**src/rtl/rc4_pkg.sv**
```systemverilog
// Shared widths, defaults and FSM encoding for the RC4 keystream decrypter.
package rc4_pkg;

    localparam int unsigned MSG_LEN_DEF = 32;
    localparam int unsigned DATA_W      = 8;
    localparam int unsigned ADDR_W      = 8;
    localparam int unsigned K_W         = 5;

    typedef enum logic [3:0] {
        IDLE,
        RD_SI,
        WT_SI,
        CAP_SI,
        RD_SJ,
        WT_SJ,
        CAP_SJ,
        WR_SI,
        WR_SJ,
        RD_F,
        WT_F,
        CAP_F,
        WR_DEC,
        DONE
    } state_t;

endpackage

```
**src/rtl/decrypt_message.sv**
```systemverilog
// RC4 PRGA over a pre-scheduled S-RAM: swaps S[i]/S[j] and XORs the
// keystream byte with the ciphertext ROM into the plaintext RAM.
module decrypt_message
    import rc4_pkg::*;
#(
    parameter int unsigned MSG_LEN = MSG_LEN_DEF
) (
    input  logic              clk,
    input  logic              reset_n,
    input  logic              start,
    output logic              finished,
    output logic [ADDR_W-1:0] s_addr,
    output logic [DATA_W-1:0] s_wdata,
    output logic              s_wren,
    input  logic [DATA_W-1:0] s_rdata,
    output logic [K_W-1:0]    rom_addr,
    input  logic [DATA_W-1:0] rom_data,
    output logic [K_W-1:0]    dec_addr,
    output logic [DATA_W-1:0] dec_wdata,
    output logic              dec_wren
);

    localparam logic [K_W-1:0] K_LAST = K_W'(MSG_LEN - 1);

    state_t            r_state;
    state_t            w_next;
    logic [DATA_W-1:0] r_i;
    logic [DATA_W-1:0] r_j;
    logic [DATA_W-1:0] r_si;
    logic [DATA_W-1:0] r_sj;
    logic [DATA_W-1:0] r_f;
    logic [K_W-1:0]    r_k;
    logic [ADDR_W-1:0] w_f_addr;

    assign w_f_addr = r_si + r_sj;

    // State register.
    always_ff @(posedge clk or negedge reset_n) begin
        if (!reset_n) begin
            r_state <= IDLE;
        end else begin
            r_state <= w_next;
        end
    end

    // Datapath registers: indices, captured S bytes and byte counter.
    always_ff @(posedge clk or negedge reset_n) begin
        if (!reset_n) begin
            r_i  <= '0;
            r_j  <= '0;
            r_k  <= '0;
            r_si <= '0;
            r_sj <= '0;
            r_f  <= '0;
        end else begin
            case (r_state)
                IDLE: begin
                    if (start) begin
                        r_i <= 8'd1;
                        r_j <= '0;
                        r_k <= '0;
                    end
                end
                CAP_SI: begin
                    r_si <= s_rdata;
                    r_j  <= r_j + s_rdata;
                end
                CAP_SJ: r_sj <= s_rdata;
                CAP_F:  r_f  <= s_rdata;
                WR_DEC: begin
                    if (r_k != K_LAST) begin
                        r_k <= r_k + 1'b1;
                        r_i <= r_i + 1'b1;
                    end
                end
                default: ;
            endcase
        end
    end

    // Next-state and memory-port decode. Outputs are decoded from registered
    // state, so IDLE (the reset state) presents all-zero ports immediately.
    // Addresses are held through the CAP states so the read stays stable.
    always_comb begin
        w_next    = r_state;
        finished  = 1'b0;
        s_addr    = '0;
        s_wdata   = '0;
        s_wren    = 1'b0;
        rom_addr  = r_k;
        dec_addr  = '0;
        dec_wdata = '0;
        dec_wren  = 1'b0;
        case (r_state)
            IDLE: begin
                rom_addr = '0;
                if (start) w_next = RD_SI;
            end
            RD_SI:  begin s_addr = r_i; w_next = WT_SI;  end
            WT_SI:  begin s_addr = r_i; w_next = CAP_SI; end
            CAP_SI: begin s_addr = r_i; w_next = RD_SJ;  end
            RD_SJ:  begin s_addr = r_j; w_next = WT_SJ;  end
            WT_SJ:  begin s_addr = r_j; w_next = CAP_SJ; end
            CAP_SJ: begin s_addr = r_j; w_next = WR_SI;  end
            WR_SI: begin
                s_addr  = r_i;
                s_wdata = r_sj;
                s_wren  = 1'b1;
                w_next  = WR_SJ;
            end
            WR_SJ: begin
                s_addr  = r_j;
                s_wdata = r_si;
                s_wren  = 1'b1;
                w_next  = RD_F;
            end
            RD_F:  begin s_addr = w_f_addr; w_next = WT_F;  end
            WT_F:  begin s_addr = w_f_addr; w_next = CAP_F; end
            CAP_F: begin s_addr = w_f_addr; w_next = WR_DEC; end
            WR_DEC: begin
                dec_addr  = r_k;
                dec_wdata = r_f ^ rom_data;
                dec_wren  = 1'b1;
                w_next    = (r_k == K_LAST) ? DONE : RD_SI;
            end
            DONE: begin
                rom_addr = '0;
                finished = 1'b1;
                if (!start) w_next = IDLE;
            end
            default: w_next = IDLE;
        endcase
    end

endmodule

```
**config.mk**
```make
export PLATFORM = sky130hd
export DESIGN_NAME = decrypt_message
export DESIGN_NICKNAME = d
export VERILOG_FILES = /design/src/rtl/rc4_pkg.sv /design/src/rtl/decrypt_message.sv
export SDC_FILE = /design/constraint.sdc
export NUM_CORES = 1
export LEC_CHECK = 0
export CORE_ASPECT_RATIO = 1.5
export CORE_MARGIN = 5
export CORE_UTILIZATION = 53
export CTS_CLUSTER_SIZE = 12
export DETAILED_ROUTE_END_ITERATION = 16
export PLACE_DENSITY = 0.81
export SYNTH_ARGS = -nofsm -noshare
export SYNTH_HDL_FRONTEND = slang
export SYNTH_SLANG_ARGS = --single-unit
export TNS_END_PERCENT = 20
```
**constraint.sdc**
```tcl
create_clock -name clk -period 2.9 [get_ports clk]
set_input_delay 0.87 -clock clk [delete_from_list [all_inputs] [get_ports clk]]
set_output_delay 0.87 -clock clk [all_outputs]
set_load 0.05 [all_outputs]
```
* After elaboration in Yosys (flattened, before gate mapping)
Index checks and enable logic that the tools add are counted.
Cells by class: eq/ne operators 18, reduce and logical (&&, ||, !) cells 11, bitwise operators 1, $add $sub $neg 4, multiplexer cells 20
Operators with widths (number):
- case mux 4 bit (14 select lines) | 1
- case mux 8 bit (2 select lines) | 3
- two-way mux 8 bit | 4
- == test 4 bit, second input constant | 6
- case mux 8 bit (3 select lines) | 1
- two-way mux 5 bit | 4
- adder 8 bit | 2
- == test 4 x 3 -> 1 bit, second input constant | 4
- two-way mux 4 bit | 3
- case mux 5 bit (2 select lines) | 1
- adder 8 x 1 -> 8 bit, second input constant | 1
- == test 4 x 2 -> 1 bit, second input constant | 2
- OR reduction 4 bit | 2
- bitwise XOR 8 bit | 1
- != test 2 bit, second input constant | 3
- adder 5 x 1 -> 5 bit, second input constant | 1
- == test 5 bit, second input constant | 1
- != test 5 bit, second input constant | 1
- == test 4 x 1 -> 1 bit, second input constant | 1
- zero test 4 bit | 1
- AND reduction 2 bit | 2
- nonzero test 2 bit | 2
- OR reduction 2 bit | 2
- two-way mux 1 bit | 3
- 2 further kinds | 2
Word-level totals: input bits 19, word-level logic and storage cells 61, output and inout bits 37, flip-flop bits (word level) 49

* Longest topological paths before layout
word-level depth 3, depth in mapped cells 9, depth with buffers taken out 9

* Least setup slack after synthesis
OpenSTA, ideal clock, no wires.
path type reg2out, start reg r_si[0], end out s_addr[6], arrival 2.628 ns, stages on the path, launching flop included 10, buffers on the path 0, setup slack -0.598 ns, data required time 2.030 ns, path through dfrtp_1 ha_1 inv_1 fa_1 nor2b_1 o21ai_0 nand2b_1 a2111oi_0 a31oi_1 o21ai_0
On the way: longest elaborated chain between the ends 2
Ends and longest elaborated chain:
- start, declared | RTL line decrypt_message.sv:29 | logic [DATA_W-1:0] r_si;
- start signal, assigned | RTL line decrypt_message.sv:65 | r_si <= s_rdata;
- adder 8 bit | RTL line decrypt_message.sv:35 | assign w_f_addr = r_si + r_sj;
- case mux 8 bit (3 select lines) | RTL line decrypt_message.sv:94 | case (r_state)
- end, declared | RTL line decrypt_message.sv:12 | output logic [ADDR_W-1:0] s_addr,
Every way passes these cells.

* Final worst setup path
start reg r_sj[0], end out s_addr[6]
On the way: longest elaborated chain between the ends 2
Ends and longest elaborated chain:
- start, declared | RTL line decrypt_message.sv:30 | logic [DATA_W-1:0] r_sj;
- start signal, assigned | RTL line decrypt_message.sv:68 | CAP_SJ: r_sj <= s_rdata;
- adder 8 bit | RTL line decrypt_message.sv:35
- case mux 8 bit (3 select lines) | RTL line decrypt_message.sv:94
Every way passes these cells.

==> flow_summary_export.csv <==
group,metric,value,unit
outcome,status,"finished, violations left",
outcome,violations,"setup timing",
route,drt-initial-drc-count,173,
sta,rsz0062_at_grt,"yes",
sta,hold_violations,0,
synthesis,synth_top_family_by_area,"compound AO/OA/AOI/OAI gates",
worst_setup_path,reg2reg_depth,7,
worst_setup_path,crit_chain,"ha_2, inv_2, fa_2, nor2b_2, o21ai_2, nand2b_1, a2111oi_2, a31oi_1, o21ai_2, buf_12",
worst_setup_path,worstSetupStartpoint,"r_sj[0]",
worst_setup_path,cp.depth,10,
worst_setup_path,cp.arrival,2.28,ns
cts,cts_tree,"yes",
worst_setup_path,start_kind,"flip-flop",
global_routing,overflow,0,
place,gp_congestion,0.850,
sta,finClkSkew,0.00807,ns
finish,diodes,0,
die,rows,34,
worst_setup_path,r2r_slack,0.74,ns
power,leakage,2.02,nW
min_path,hp-class,"reg -> reg",
route,viasPerCell,5.85,
sta,fin_crit_sh,1.09,
synthesis,synth-xor-area-share,0.0679,
worst_setup_path,path_max_fanout,3,
route,detail-route-antenna-nets,0,
worst_setup_path,cp_common_cell,"o21ai_2",
worst_setup_path,cp.buffers_inverters,2,
synthesis,yosys_most_used_dff,"dfrtp_1",
sta,slew_viol_final,0,
worst_setup_path,reg2reg_to,"r_i[7]",
cts,clkTransAtPathRegs,0.09,ns
worst_setup_path,critical_path_class,"reg -> out",
die,boundaryPins,56,
synthesis,ys_ff_latch,49,
worst_setup_path,worst_setup_path_end_kind,"output pin",
synthesis,synth-async-reset-ratio,1.00,
synthesis,synth-edff-count,0,
die,die_w,72.4,um
sta,fmax,318,MHz
synthesis,yosys_warnings,0,
sta,fin_crit,3.15,ns
finish,nNetsFinal,443,
global_routing,grt.total_usage,0.223,
cts,cts_buffer_depth,2,
cts,numCtsBuffers,5,
global_routing,antenna_found_initial,0,
worst_setup_path,r2r-start,"r_k[0]",
synthesis,synth_mux_area_frac,0.0743,
sta,relSlewSlack,0.608,
synthesis,synth_cells,323,
power,power,5.14,mW
flow_run,timing.max_cap.violations,0,
synthesis,ys_seq_area_frac,0.396,
worst_setup_path,crit_path_end,"s_addr[6]",
power,peakVddDrop,0.000924,V
cts,clkSinkCount,49,
die,start_util,0.539,
global_routing,grt_pass1_vias,2843,
sta,timing.final.ws_setup,-0.249,ns
synthesis,syn_area_per_cell,9.59,um2
finish,final_layout_size_suffix_gt1_frac,0.308,
finish,post-route-util,0.771,
global_routing,grt_pass1_wl,13400,um
synthesis,synth_compound_area_frac,0.175,
global_routing,grt_start_max_net_pins,27,
cts,cts_root_buf,"clkbuf_8",
finish,syn2layout_area_growth,42.9,%
cts,cts_max_level,2,
die,placeableCoreArea,5740,um2
worst_setup_path,critical_path.top_delay_family,"compound AO/OA/AOI/OAI gates",
route,drc,0,
cts,holdBufCountCts,0,
synthesis,synthDistinctLibCells,50,
route,dr.pass1.iters,5,
power,pwr_density_cell,1160,nW/um2
synthesis,synth_nets,361,
place,portBuffers,55,
sta,setup_viol,5,
worst_setup_path,cp_slowest_cell,"dfrtp_1",
route,routedWlPerCell,17.4,um
place,hpwl,5930,um
die,die_area,7510,um2
worst_setup_path,cp_data_required_time,2.03,ns
synthesis,synth_area,3100,um2
cts,clk_latency,0.31,ns
sta,worst_pin_slew,0.588,ns
route,via_count,2797,
synthesis,yosys.area_share.simple,0.171,
synthesis,synthAdderAreaFrac,0.0816,
die,die_h,104,um
worst_setup_path,max_stage_delay,0.39,ns
route,wl,8310,um
## flip-flops by register name, indices dropped and copies added, names as in the netlist
name	count
r_f	8
r_j	8
r_state	4
r_i	8
r_sj	8
r_si	8
r_k	5
## cell usage in the layout, fill, tap and decap left out, types with 7 or more instances in the layout
cell type	synthesis	routed
buf_12	0	32
nor2_1	22	22
ha_1	17	15
xnor2_1	16	16
xor2_1	8	8
buf_4	1	38
a21oi_1	16	13
dfrtp_1	49	46
o21ai_0	16	10
inv_1	10	7
clkdlybuf4s50_1	0	17
a21o_1	8	8
a22o_1	11	11
mux2_2	16	16
nand2_1	42	42
## cell type report
class,instances,area (um2)
timing repair buffer,89,1110
sequential,49,1230
fill,354,1320
clock inverter,1,7.51
tap,72,90.1
multi-input combinational,250,1870
inverter,10,37.5
clock buffer,7,76.3
## report_power, final
part           leakage (nW)  internal, mW  total, mW  switching (mW)
clock                0.0385         0.171      0.405           0.234
combinational          1.37          1.62       3.45            1.83
sequential            0.612         0.973       1.29           0.312
total                  2.02          2.77       5.14            2.38
## cell usage after synthesis, types with 2 or more instances
library cell   n  area [um2]
clkbuf_1       7        26.3
xor2_1         8        70.1
nor2b_1        8        50.1
a22oi_1        4        30.0
ha_1          17         213
and3_1         5        31.3
and2_1         5        31.3
mux2_2        16         180
or2_2          2        12.5
fa_1           2        40.0
nand2_1       42         158
xnor2_1       16         140
a221o_1        2        20.0
nand3_1        4        20.0
o21ai_0       16        80.1
nand2b_1       3        18.8
buf_1          2        7.51
o21bai_1       2        15.0
a22o_1        11        96.3
a211oi_1       2        15.0
o22ai_1        5        31.3
nand4_1        3        18.8
buf_2          3        15.0
nor2_1        22        82.6
a21oi_1       16        80.1
mux2i_1        5        50.1
inv_1         10        37.5
nor3_1         4        20.0
a21o_1         8        60.1
or3_1          5        31.3
dfrtp_1       49        1230
## per-stage QoR
step | instances | TNS [ns] | instance area (um2) | worst slack, ns | hold slack, ns
CTS | 470 | -1.69 | 4300 | -0.183 | 0.498
finish | 478 | -0.876 | 4430 | -0.249 | 0.491
global route | 478 | -1.36 | 4430 | -0.362 | 0.530
floorplan | 323 | -0.711 | 3100 | -0.224 | 0.447
detailed placement | 458 | -0.149 | 4140 | -0.113 | 0.487
global placement | 458 | -0.0368 | 4140 | -0.0368 | 0.469
## how the worst min path moves through the flow
stage	from	to	cells past startpoint
floorplan	r_j[7]	r_j[7]	1
finish	r_j[7]	r_j[7]	1
detailed placement	r_j[7]	r_j[7]	1
global placement	r_j[7]	r_j[7]	1
global route	r_j[7]	r_j[7]	1
CTS	r_j[7]	r_j[7]	1
## cells by family (layout without fill, tap and decap cells)
logic type | count (synthesis) | count (layout)
flops | 49 | 49
mux | 21 | 21
fa+ha+maj | 19 | 19
xor+xnor | 24 | 24
buf+inv | 24 | 107
simple gates | 108 | 108
compound gates | 78 | 78
## layer usage
metal / routed length, um / global-route usage / share of wire / vias up
met1: 3100 / 0.256 / 0.37 / 1369
li1: - / - / - / 1312
met2: 4570 / 0.400 / 0.55 / 92
met3: 353 / 0.0339 / 0.042 / 24
met4: 295 / 0.0950 / 0.035 / 0
met5: 0 / 0 / 0 / -
## repair_timing
item                                    in CTS  in global routing
pin swaps                                   14                  5
setup buffers                                4                  9
resized for setup                           16                 16
endpoints found under the setup margin      29                 32
Note: power is estimated with default switching activity, not from simulation.
